<file path="config.mk">
export PLATFORM = sky130hd
export DESIGN_NAME = quant_write_back
export DESIGN_NICKNAME = d
export VERILOG_FILES = /design/src/rtl/quant_write_back.sv
export SDC_FILE = /design/constraint.sdc
export NUM_CORES = 1
export LEC_CHECK = 0
export BUFFER_PORTS_ARGS = -buffer_cell sky130_fd_sc_hd__buf_4
export CAP_MARGIN = 40
export CORE_AREA = 2 2 205 207
export CTS_BUF_LIST = sky130_fd_sc_hd__clkbuf_8
export CTS_CLUSTER_SIZE = 10
export DETAILED_ROUTE_END_ITERATION = 6
export DIE_AREA = 0 0 207 209
export GPL_TIMING_DRIVEN = 0
export HOLD_SLACK_MARGIN = 0.02
export PLACE_DENSITY = 0.82
export SLEW_MARGIN = 10
export SYNTH_ARGS = -nofsm -noshare
export SYNTH_HDL_FRONTEND = slang
export SYNTH_SLANG_ARGS = --single-unit
</file>
<file path="constraint.sdc">
create_clock -name clk -period 33 [get_ports clk]
set_clock_uncertainty 0.1 [all_clocks]
set_input_delay 1.65 -clock clk [delete_from_list [all_inputs] [get_ports clk]]
set_output_delay 1.65 -clock clk [all_outputs]
set_load 0.02 [all_outputs]
</file>
<file path="src/rtl/quant_write_back.sv">
// quant_write_back: buffers one quantized row and writes it to SRAM as WPR words, one per cycle.
// Define WB_ADDR_WRAP_EN to wrap the write address to 0 after ADDR_LIMIT-1.
module quant_write_back #(
   parameter int ARRAY_SIZE        = 16,
   parameter int OUTPUT_DATA_WIDTH = 24,
   parameter int WORD_ELEMS        = 4,
   parameter int ADDR_WIDTH        = 10,
   parameter int ADDR_LIMIT        = 1024
) (
   input  logic                                      clk,
   input  logic                                      rst,
   input  logic                                      start,
   input  logic [ADDR_WIDTH-1:0]                     base_addr,
   input  logic [15:0]                               num_rows,
   input  logic                                      in_valid,
   input  logic [ARRAY_SIZE*OUTPUT_DATA_WIDTH-1:0]   in_data,
   output logic                                      in_ready,
   output logic                                      sram_wen_n,
   output logic [ADDR_WIDTH-1:0]                     sram_waddr,
   output logic [WORD_ELEMS*OUTPUT_DATA_WIDTH-1:0]   sram_wdata,
   output logic                                      busy,
   output logic                                      done
);
   localparam int WPR = ARRAY_SIZE / WORD_ELEMS;
   localparam int WW  = WORD_ELEMS * OUTPUT_DATA_WIDTH;
   localparam int CW  = WPR > 1 ? $clog2(WPR) : 1;
   localparam logic [CW-1:0] LAST = CW'(WPR - 1);
`ifdef WB_ADDR_WRAP_EN
   localparam bit WRAP = 1'b1;
`else
   localparam bit WRAP = 1'b0;
`endif
   localparam logic [ADDR_WIDTH-1:0] ADDR_TOP = ADDR_WIDTH'(ADDR_LIMIT - 1);

   typedef enum logic [1:0] {IDLE, WAIT, WRITE, DONE} state_t;

   state_t                                  state;
   logic [ARRAY_SIZE*OUTPUT_DATA_WIDTH-1:0] row;
   logic [CW-1:0]                           word_cnt;
   logic [CW-1:0]                           cnt_nx;
   logic [15:0]                             rows_left;
   logic [ADDR_WIDTH-1:0]                   addr;
   logic [ADDR_WIDTH-1:0]                   addr_nx;
   logic                                    accept;

   // addr always holds the address of the next word to be written
   assign addr_nx = (WRAP && addr == ADDR_TOP) ? '0 : addr + ADDR_WIDTH'(1);
   assign cnt_nx  = word_cnt + CW'(1);
   // in_ready is only ever high in WAIT or on the last word of a non-final row
   assign accept  = in_valid && in_ready;

   always_ff @(posedge clk or posedge rst)
      if (rst) begin
         state      <= IDLE;
         row        <= '0;
         word_cnt   <= '0;
         rows_left  <= '0;
         addr       <= '0;
         in_ready   <= 1'b0;
         sram_wen_n <= 1'b1;
         sram_waddr <= '0;
         sram_wdata <= '0;
         busy       <= 1'b0;
         done       <= 1'b0;
      end else if (accept) begin
         row        <= in_data;
         word_cnt   <= '0;
         state      <= WRITE;
         sram_wen_n <= 1'b0;
         sram_waddr <= addr;
         sram_wdata <= in_data[WW-1:0];
         addr       <= addr_nx;
         if (state == WRITE) rows_left <= rows_left - 16'd1;
         in_ready   <= WPR == 1 && (state == WAIT ? rows_left > 16'd1 : rows_left > 16'd2);
      end else begin
         case (state)
            IDLE: if (start) begin
               addr      <= base_addr;
               rows_left <= num_rows;
               busy      <= 1'b1;
               state     <= num_rows == 16'd0 ? DONE : WAIT;
               in_ready  <= num_rows != 16'd0;
               done      <= num_rows == 16'd0;
            end
            WAIT: ;
            WRITE: if (word_cnt != LAST) begin
               word_cnt   <= cnt_nx;
               sram_waddr <= addr;
               sram_wdata <= row[cnt_nx*WW +: WW];
               addr       <= addr_nx;
               in_ready   <= cnt_nx == LAST && rows_left > 16'd1;
            end else begin
               rows_left  <= rows_left - 16'd1;
               sram_wen_n <= 1'b1;
               state      <= rows_left == 16'd1 ? DONE : WAIT;
               done       <= rows_left == 16'd1;
               in_ready   <= rows_left != 16'd1;
            end
            DONE: begin
               state <= IDLE;
               done  <= 1'b0;
               busy  <= 1'b0;
            end
         endcase
      end
endmodule

</file>
==> flow_summary.ini, run 1 <==
[run_status]
outcome = complete, but fails checks
violations = design-rule violations

[final_layout]
fin_util = 0.716
nets = 3381
area_delta_synth_final_pct = 28.8
drive_gt1_frac = 0.264
nFillCells = 2987

[route]
ant_nets = 0
wl_met1_um = 28600
drc = 1
wl_met2_um = 36700
wl_met3_um = 7910
highest_layer = met5
dr.pass1.iters = 7
vias = 20600
drt-initial-drc-count = 2029
vias_per_cell = 5.76
drt_wl_total_um = 77600
wl_per_cell_um = 21.7

[synthesis]
async_reset_ff_frac = 1.00
post_synth.cell_area_avg_sq_um = 9.84
synth_top_family_by_area = simple AND/OR/NAND/NOR gates
synth_top_area_share = 0.570
netlist_area_sq_mm = 0.0230
yosysWarnings = 0
yosysTopAreaCell = dfrtp_1
synth-edff-count = 0
synth.area.mux_share = 0.142
synthAdderAreaFrac = 0.00545
synth_cells = 2332
synth_simple_gate_area_frac = 0.210
synth-xor-area-share = 0.000382
yosysSeqAreaShare = 0.571
ys_ff_latch = 524
synth_compound_area_frac = 0.0440
synth_fp_nets = 2756
synth_flop_cell = dfrtp_1
synthTopCellsByArea = dfrtp_1, nand2_1, mux4_2
ys_types = 45

[global_routing]
grt_overflow = 0
grt_pass1_vias = 21500
grt_pass1_wl_um = 119000
grtUsageTotal = 0.360
grt_max_degree = 129
antenna_found_initial = 14

[clock_network]
tritoncts = done
cts_buffers = 87
htreeDepth = 3
post_cts.repair.setup_buffers = 0
clk_pin_slew_worst_paths_ns = 0.06
post_cts_resized = 0
clock_latency_ns = 0.67
cts_buffer_depth = 3
holdBufCountCts = 0
root_buffer = clkbuf_8
clkSinkCount = 524

[timing]
fin_crit_sh = 0.140
slew_viol_final = 0
finalHoldViolations = 0
whs_ns = 0.369
worst_pin_slew_ns = 0.920
timing.fmax_mhz = 217
rsz0062_at_grt = false
period_minus_slack_ns = 4.61
setup_tns_ns = 0
setup_violations = 0
slew_headroom = 0.387

[floorplanning]
dieHeight_um = 209
die_w_um = 207
pin_count = 524
design.die.area_sq_mm = 0.0433
initial_utilization = 0.556
rows = 75
core_sq_mm = 0.0413

[critical_path]
start_kind = flip-flop
crit_fanout = 10
worstPathArrival_ns = 5.00
slowest_stage = buf_1
cpMostUsedCell = buf_1
crit_chain = clkbuf_1 -> buf_2 -> buf_1 -> inv_1 -> ha_1 -> buf_2 -> buf_1 -> buf_1 -> mux4_2 -> mux2i_1 -> o21ai_0
path_class = reg -> reg
critPathMaxStageDelay_ns = 0.67
end_kind = flip-flop
cp.required_ns = 33.39

[power_and_ir_drop]
p_leak_nw = 15.3
switching_share = 0.398
vdd_ir_drop_max_uv = 61.7
power_density_mw_per_mm2 = 103
combPwrFrac = 0.434
p_sw_mw = 1.22
intPower_mw = 1.84
seqPwrFrac = 0.376
power.share.clock = 0.190

[placement]
hpwlAfterDp_um = 56000
portBuffers = 523
gp_congestion = 0.908

[flow_run]
drv_cap = 0

[hold_path]
hold_path_class = reg -> reg
flip-flops by register name, indices dropped and copies added (netlist names), 2 cells and up:
name        flops
addr           10
word_cnt        2
sram_waddr     10
row           384
state           2
sram_wdata     96
rows_left      16
stage by stage:
step	instance area, sq um	worst slack [ns]	power, mW	instances
2_1_floorplan	23000	16.61	1.97	2332
3_3_place_gp	27600	11.85	2.38	3394
3_5_place_dp	27800	27.99	2.46	3406
4_1_cts	29500	28.42	3.05	3557
5_1_grt	29600	28.18	3.23	3568
6_report	29600	28.39	3.06	3570
cell families after synthesis:
| family | count (synthesis) |
|---|---|
| AO/OA/AOI/OAI | 184 |
| XOR/XNOR | 1 |
| buffers and inverters | 153 |
| flip-flops | 524 |
| multiplexers | 205 |
| adder cells (fa/ha/maj) | 10 |
| AND/OR/NAND/NOR | 1255 |
per-layer routing:
layer | global-route usage | up-vias
li1 | - | 8911
met1 | 0.453 | 10100
met2 | 0.564 | 1266
met3 | 0.0945 | 286
met4 | 0.216 | 6
met5 | 0 | -
Yosys cell counts, types with 3 or more instances:
master	number
a21o_1	3
nor2_1	30
a22oi_1	4
o211ai_1	3
buf_2	25
nand3_1	13
nor3_1	6
nor4_1	6
nand4_1	5
mux2_2	9
mux2i_1	100
a2bb2oi_1	6
dfrtp_1	523
clkbuf_1	105
nand2_1	1177
ha_1	10
o22ai_1	7
buf_1	14
mux4_2	96
inv_1	9
o21ai_0	120
a21oi_1	31
cell type report:
class | count | area, sq um | share of cell area
clock buffer | 113 | 1560 | 0.0526
sequential | 524 | 13100 | 0.444
multi-input combinational | 1655 | 9240 | 0.312
antenna | 12 | 30.0 | 0.00102
buffer | 144 | 572 | 0.0193
inverter | 9 | 41.3 | 0.00140
tap | 539 | 674 | 0.0228
timing repair buffer | 536 | 4150 | 0.140
clock inverter | 38 | 195 | 0.00660
power by group through the flow:
stage	Sequential (mW)	Combinational (mW)	Clock (mW)
final	1.15	1.33	0.583
after global routing	1.18	1.44	0.615
after CTS	1.14	1.32	0.584
after detailed placement	1.15	1.31	0
after global placement	1.13	1.26	0
after floorplan	1.17	0.806	0
critical path, delay by kind of cell, from the launching register on:
kind,cells,cell delay (ns)
mux,2,0.56
fa+ha+maj,1,0.32
buf+inv,7,2.97
flops,1,0.35
compound gates,1,0.12
worst paths after layout:
| kind | startpoint | cells after the start | slack (ns) | endpoint |
|---|---|---|---|---|
| setup / recovery | word_cnt[0]$_DFFE_PP0P_ | 11 | 28.39 | sram_wdata[45]$_DFFE_PP0P_ |
| hold / removal | row[29]$_DFFE_PP0P_ | 2 | 0.37 | row[29]$_DFFE_PP0P_ |
| setup reg to reg | word_cnt[0]$_DFFE_PP0P_ | 11 | 28.39 | sram_wdata[45]$_DFFE_PP0P_ |
| hold reg to reg | row[29]$_DFFE_PP0P_ | 2 | 0.37 | row[29]$_DFFE_PP0P_ |
| max in group asynchronous | rst | 4 | 30.27 | row[268]$_DFFE_PP0P_ |
| min in group asynchronous | rst | 2 | 0.98 | sram_waddr[9]$_DFFE_PP0P_ |
placed cells by master, fill, tap and decap left out, types with 5 or more instances in the layout:
cell	instances
nor3_1	6
o22ai_1	7
nand3_1	13
mux4_2	96
nand2_1	1177
nor4_1	6
mux2_2	9
ha_1	10
mux2i_1	100
a2bb2oi_1	6
inv_1	36
dfrtp_1	523
nand4_1	5
clkinvlp_4	6
a21oi_1	31
buf_1	14
buf_4	523
buf_6	6
o21ai_0	120
buf_2	25
diode_2	12
clkbuf_1	105
clkbuf_8	113
nor2_1	30
(Power assumes the default switching activity.)
==> run 2: changes to the inputs <==
--- a/config.mk
+++ b/config.mk
@@ -5,16 +5,17 @@
 export SDC_FILE = /design/constraint.sdc
 export NUM_CORES = 1
 export LEC_CHECK = 0
+export ABC_AREA = 1
 export BUFFER_PORTS_ARGS = -buffer_cell sky130_fd_sc_hd__buf_4
 export CAP_MARGIN = 40
-export CORE_AREA = 2 2 205 207
+export CORE_MARGIN = 2
+export CORE_UTILIZATION = 57
 export CTS_BUF_LIST = sky130_fd_sc_hd__clkbuf_8
 export CTS_CLUSTER_SIZE = 10
 export DETAILED_ROUTE_END_ITERATION = 6
-export DIE_AREA = 0 0 207 209
 export GPL_TIMING_DRIVEN = 0
 export HOLD_SLACK_MARGIN = 0.02
-export PLACE_DENSITY = 0.82
+export PLACE_DENSITY = 0.83
 export SLEW_MARGIN = 10
 export SYNTH_ARGS = -nofsm -noshare
 export SYNTH_HDL_FRONTEND = slang
==> constraint.sdc (replaced) <==
create_clock -name clk -period 4.43 [get_ports clk]
set_clock_uncertainty 0.1 [all_clocks]
set_input_delay 0.2215 -clock clk [delete_from_list [all_inputs] [get_ports clk]]
set_output_delay 0.2215 -clock clk [all_outputs]
set_load 0.02 [all_outputs]
==> flow_summary.ini, run 2 <==
[clock_network]
clk_pin_slew_worst_paths_ns = 0.06
cts_buffer_depth = 3
cts_buffers = 87
clock_latency_ns = 0.68
root_buffer = clkbuf_8
clkSinkCount = 524
tritoncts = done
htreeDepth = 3
post_cts.repair.setup_buffers = 0

[synthesis]
synth-xor-area-share = 0.00110
post_synth.cell_area_avg_sq_um = 7.73
synthTopCellsByArea = dfrtp_1, nand2_1, nand3_1
async_reset_ff_frac = 1.00
netlist_area_sq_mm = 0.0238
synth_compound_area_frac = 0.0415
synthAdderAreaFrac = 0.00526
ys_ff_latch = 524
synth.area.mux_share = 0
synth_flop_cell = dfrtp_1
yosys.cell_count.top_type = nand2_1
synth_cells = 3078
ys_types = 33
yosysTopAreaCell = dfrtp_1
synth_simple_gate_area_frac = 0.357
yosysSeqAreaShare = 0.551
synth_fp_nets = 3502
synth_top_family_by_area = simple AND/OR/NAND/NOR gates
yosysWarnings = 0
synth-edff-count = 0
yosys-top-cells-count = nand2_1, dfrtp_1, nand3_1, nor2_1, buf_2
synth_top_area_share = 0.550

[critical_path]
slowest_stage = buf_1
end_kind = flip-flop
cp.required_ns = 4.86
crit_fanout = 10
crit_chain = buf_2 -> inv_1 -> buf_2 -> buf_2 -> ha_1 -> buf_2 -> inv_2 -> buf_2 -> buf_1 -> nand3_1 -> nand3_1 -> a31oi_1
worstPathArrival_ns = 4.13
critPathMaxStageDelay_ns = 0.55
path_class = reg -> reg
start_kind = flip-flop
cpMostUsedCell = buf_2

[placement]
dp.cells = 4148
portBuffers = 523
hpwlAfterDp_um = 64200
gp_congestion = 0.961

[floorplanning]
core_sq_mm = 0.0410
rows = 74
dieHeight_um = 208
die_w_um = 208
initial_utilization = 0.580
pin_count = 524
design.die.area_sq_mm = 0.0434

[global_routing]
grt_pass1_vias = 28800
antenna_found_initial = 20
grt_max_degree = 42
grtUsageTotal = 0.498
grt_pass1_wl_um = 165000
grt_overflow = 0

[run_status]
outcome = complete, but fails checks
violations = design-rule violations

[final_layout]
drive_gt1_frac = 0.192
mostFrequentLayoutCells = nand2_1, buf_4, dfrtp_1
stdcell_count = 4740
area_delta_synth_final_pct = 45.2
reg.largest.list = row: 384 flops, sram_wdata: 96 flops, rows_left: 16 flops
largest_reg_flops = 384
largest-register = row
layout_commonest_cell = nand2_1
nets = 4541

[route]
drt_wl_total_um = 108000
drt-initial-drc-count = 4255
wl_per_cell_um = 22.8
dr.pass1.iters = 7
vias_per_cell = 5.98
ant_nets = 0
vias = 28400
drc = 16

[timing]
timing.fmax_mhz = 271
setup_violations = 0
whs_ns = 0.0343
slew_viol_final = 0
finalHoldViolations = 0
period_minus_slack_ns = 3.70
rsz0062_at_grt = false
fin_crit_sh = 0.834
slew_headroom = 0.502
worst_pin_slew_ns = 0.748

[power_and_ir_drop]
p_leak_nw = 18.1
power_density_mw_per_mm2 = 731
vdd_ir_drop_max_uv = 435

[hold_path]
hold_path_class = in -> reg

[flow_run]
drv_cap = 0
-- run 2: cell count changes in the layout (fill, tap and decap cells not counted), sizes merged, moves of 100 or more --
cell,previous run,this run
nand3,13,317
nor2,30,157
nand2,1177,1654
dlygate4sd3,0,412
buf,575,675
mux2i,100,0
-- run 2: layer usage --
metal / up-vias / global-route usage / share of wire
li1: 11900 / - / -
met1: 13200 / 0.575 / 0.33
met2: 2505 / 0.763 / 0.44
met3: 776 / 0.185 / 0.13
met4: 4 / 0.368 / 0.091
met5: - / 0.00890 / 0.00029
-- run 2: report_power, final --
| group | switching, mW | leakage [nW] | internal, mW | total [mW] |
|---|---|---|---|---|
| Sequential | 1.72 | 6.37 | 7.16 | 8.88 |
| Combinational | 7.92 | 10.7 | 4.12 | 12.0 |
| Clock | 2.16 | 1.01 | 2.18 | 4.33 |
| Total | 11.8 | 18.1 | 13.5 | 25.3 |
-- run 2: worst max-delay path: cells and delay by family (launching register included) --
family | cells | cell delay (ns)
buffers and inverters | 8 | 2.38
DFF | 1 | 0.39
and+or+nand+nor | 2 | 0.33
adders and majority gates | 1 | 0.27
AOI/OAI and AO/OA | 1 | 0.08
-- run 2: timing repair --
item | CTS | global route
hold buffers | 412 | 0
gates resized for setup | 0 | 0
hold endpoints to repair | 574 | 0
-- run 2: final cells by class --
type / count / area [sq um]
Inverter: 41 / 159
Buffer: 192 / 892
Sequential cell: 524 / 13100
Timing Repair Buffer: 950 / 8350
Clock inverter: 52 / 220
Tap cell: 532 / 666
Antenna cell: 21 / 52.6
Fill cell: 2336 / 6450
Multi-Input combinational cell: 2321 / 9640
Clock buffer: 107 / 1470
-- run 2: path summary, 6_finish.rpt --
path / startpoint / end / slack (ns) / cells past startpoint
min in group asynchronous: rst / row[360]$_DFFE_PP0P_ / 0.07 / 3
max in group asynchronous: rst / row[215]$_DFFE_PP0P_ / 2.76 / 7
worst max-delay path: word_cnt[0]$_DFFE_PP0P_ / sram_wdata[0]$_DFFE_PP0P_ / 0.73 / 12
worst max register to register: word_cnt[0]$_DFFE_PP0P_ / sram_wdata[0]$_DFFE_PP0P_ / 0.73 / 12
worst min register to register: row[90]$_DFFE_PP0P_ / row[90]$_DFFE_PP0P_ / 0.38 / 2
worst min-delay path: in_valid / sram_wen_n$_DFFE_PP1P_ / 0.03 / 5
-- run 2: cells by family (layout without fill, tap and decap cells) --
family / Yosys count / count (layout)
AOI/OAI and AO/OA: 167 / 167
xor gates and xnor gates: 3 / 3
adders and majority gates: 10 / 10
buffers and inverters: 233 / 1342
DFF: 524 / 524
other: 0 / 21
and+or+nand+nor: 2141 / 2141
-- run 2: stage by stage --
| step | area, sq um | power, mW | TNS [ns] | utilization | setup WS [ns] |
|---|---|---|---|---|---|
| detailed placement | 28700 | 19.4 | 0 | 0.700 | 0.922 |
| global route | 34500 | 26.5 | 0 | 0.842 | 0.678 |
| floorplan | 23800 | 15.4 | -1575.70 | - | -3.01 |
| finish | 34600 | 25.3 | 0 | 0.843 | 0.734 |
| CTS | 34500 | 24.0 | 0 | 0.841 | 0.897 |
| global placement | 28400 | 19.0 | -2940.27 | 0.692 | -5.65 |
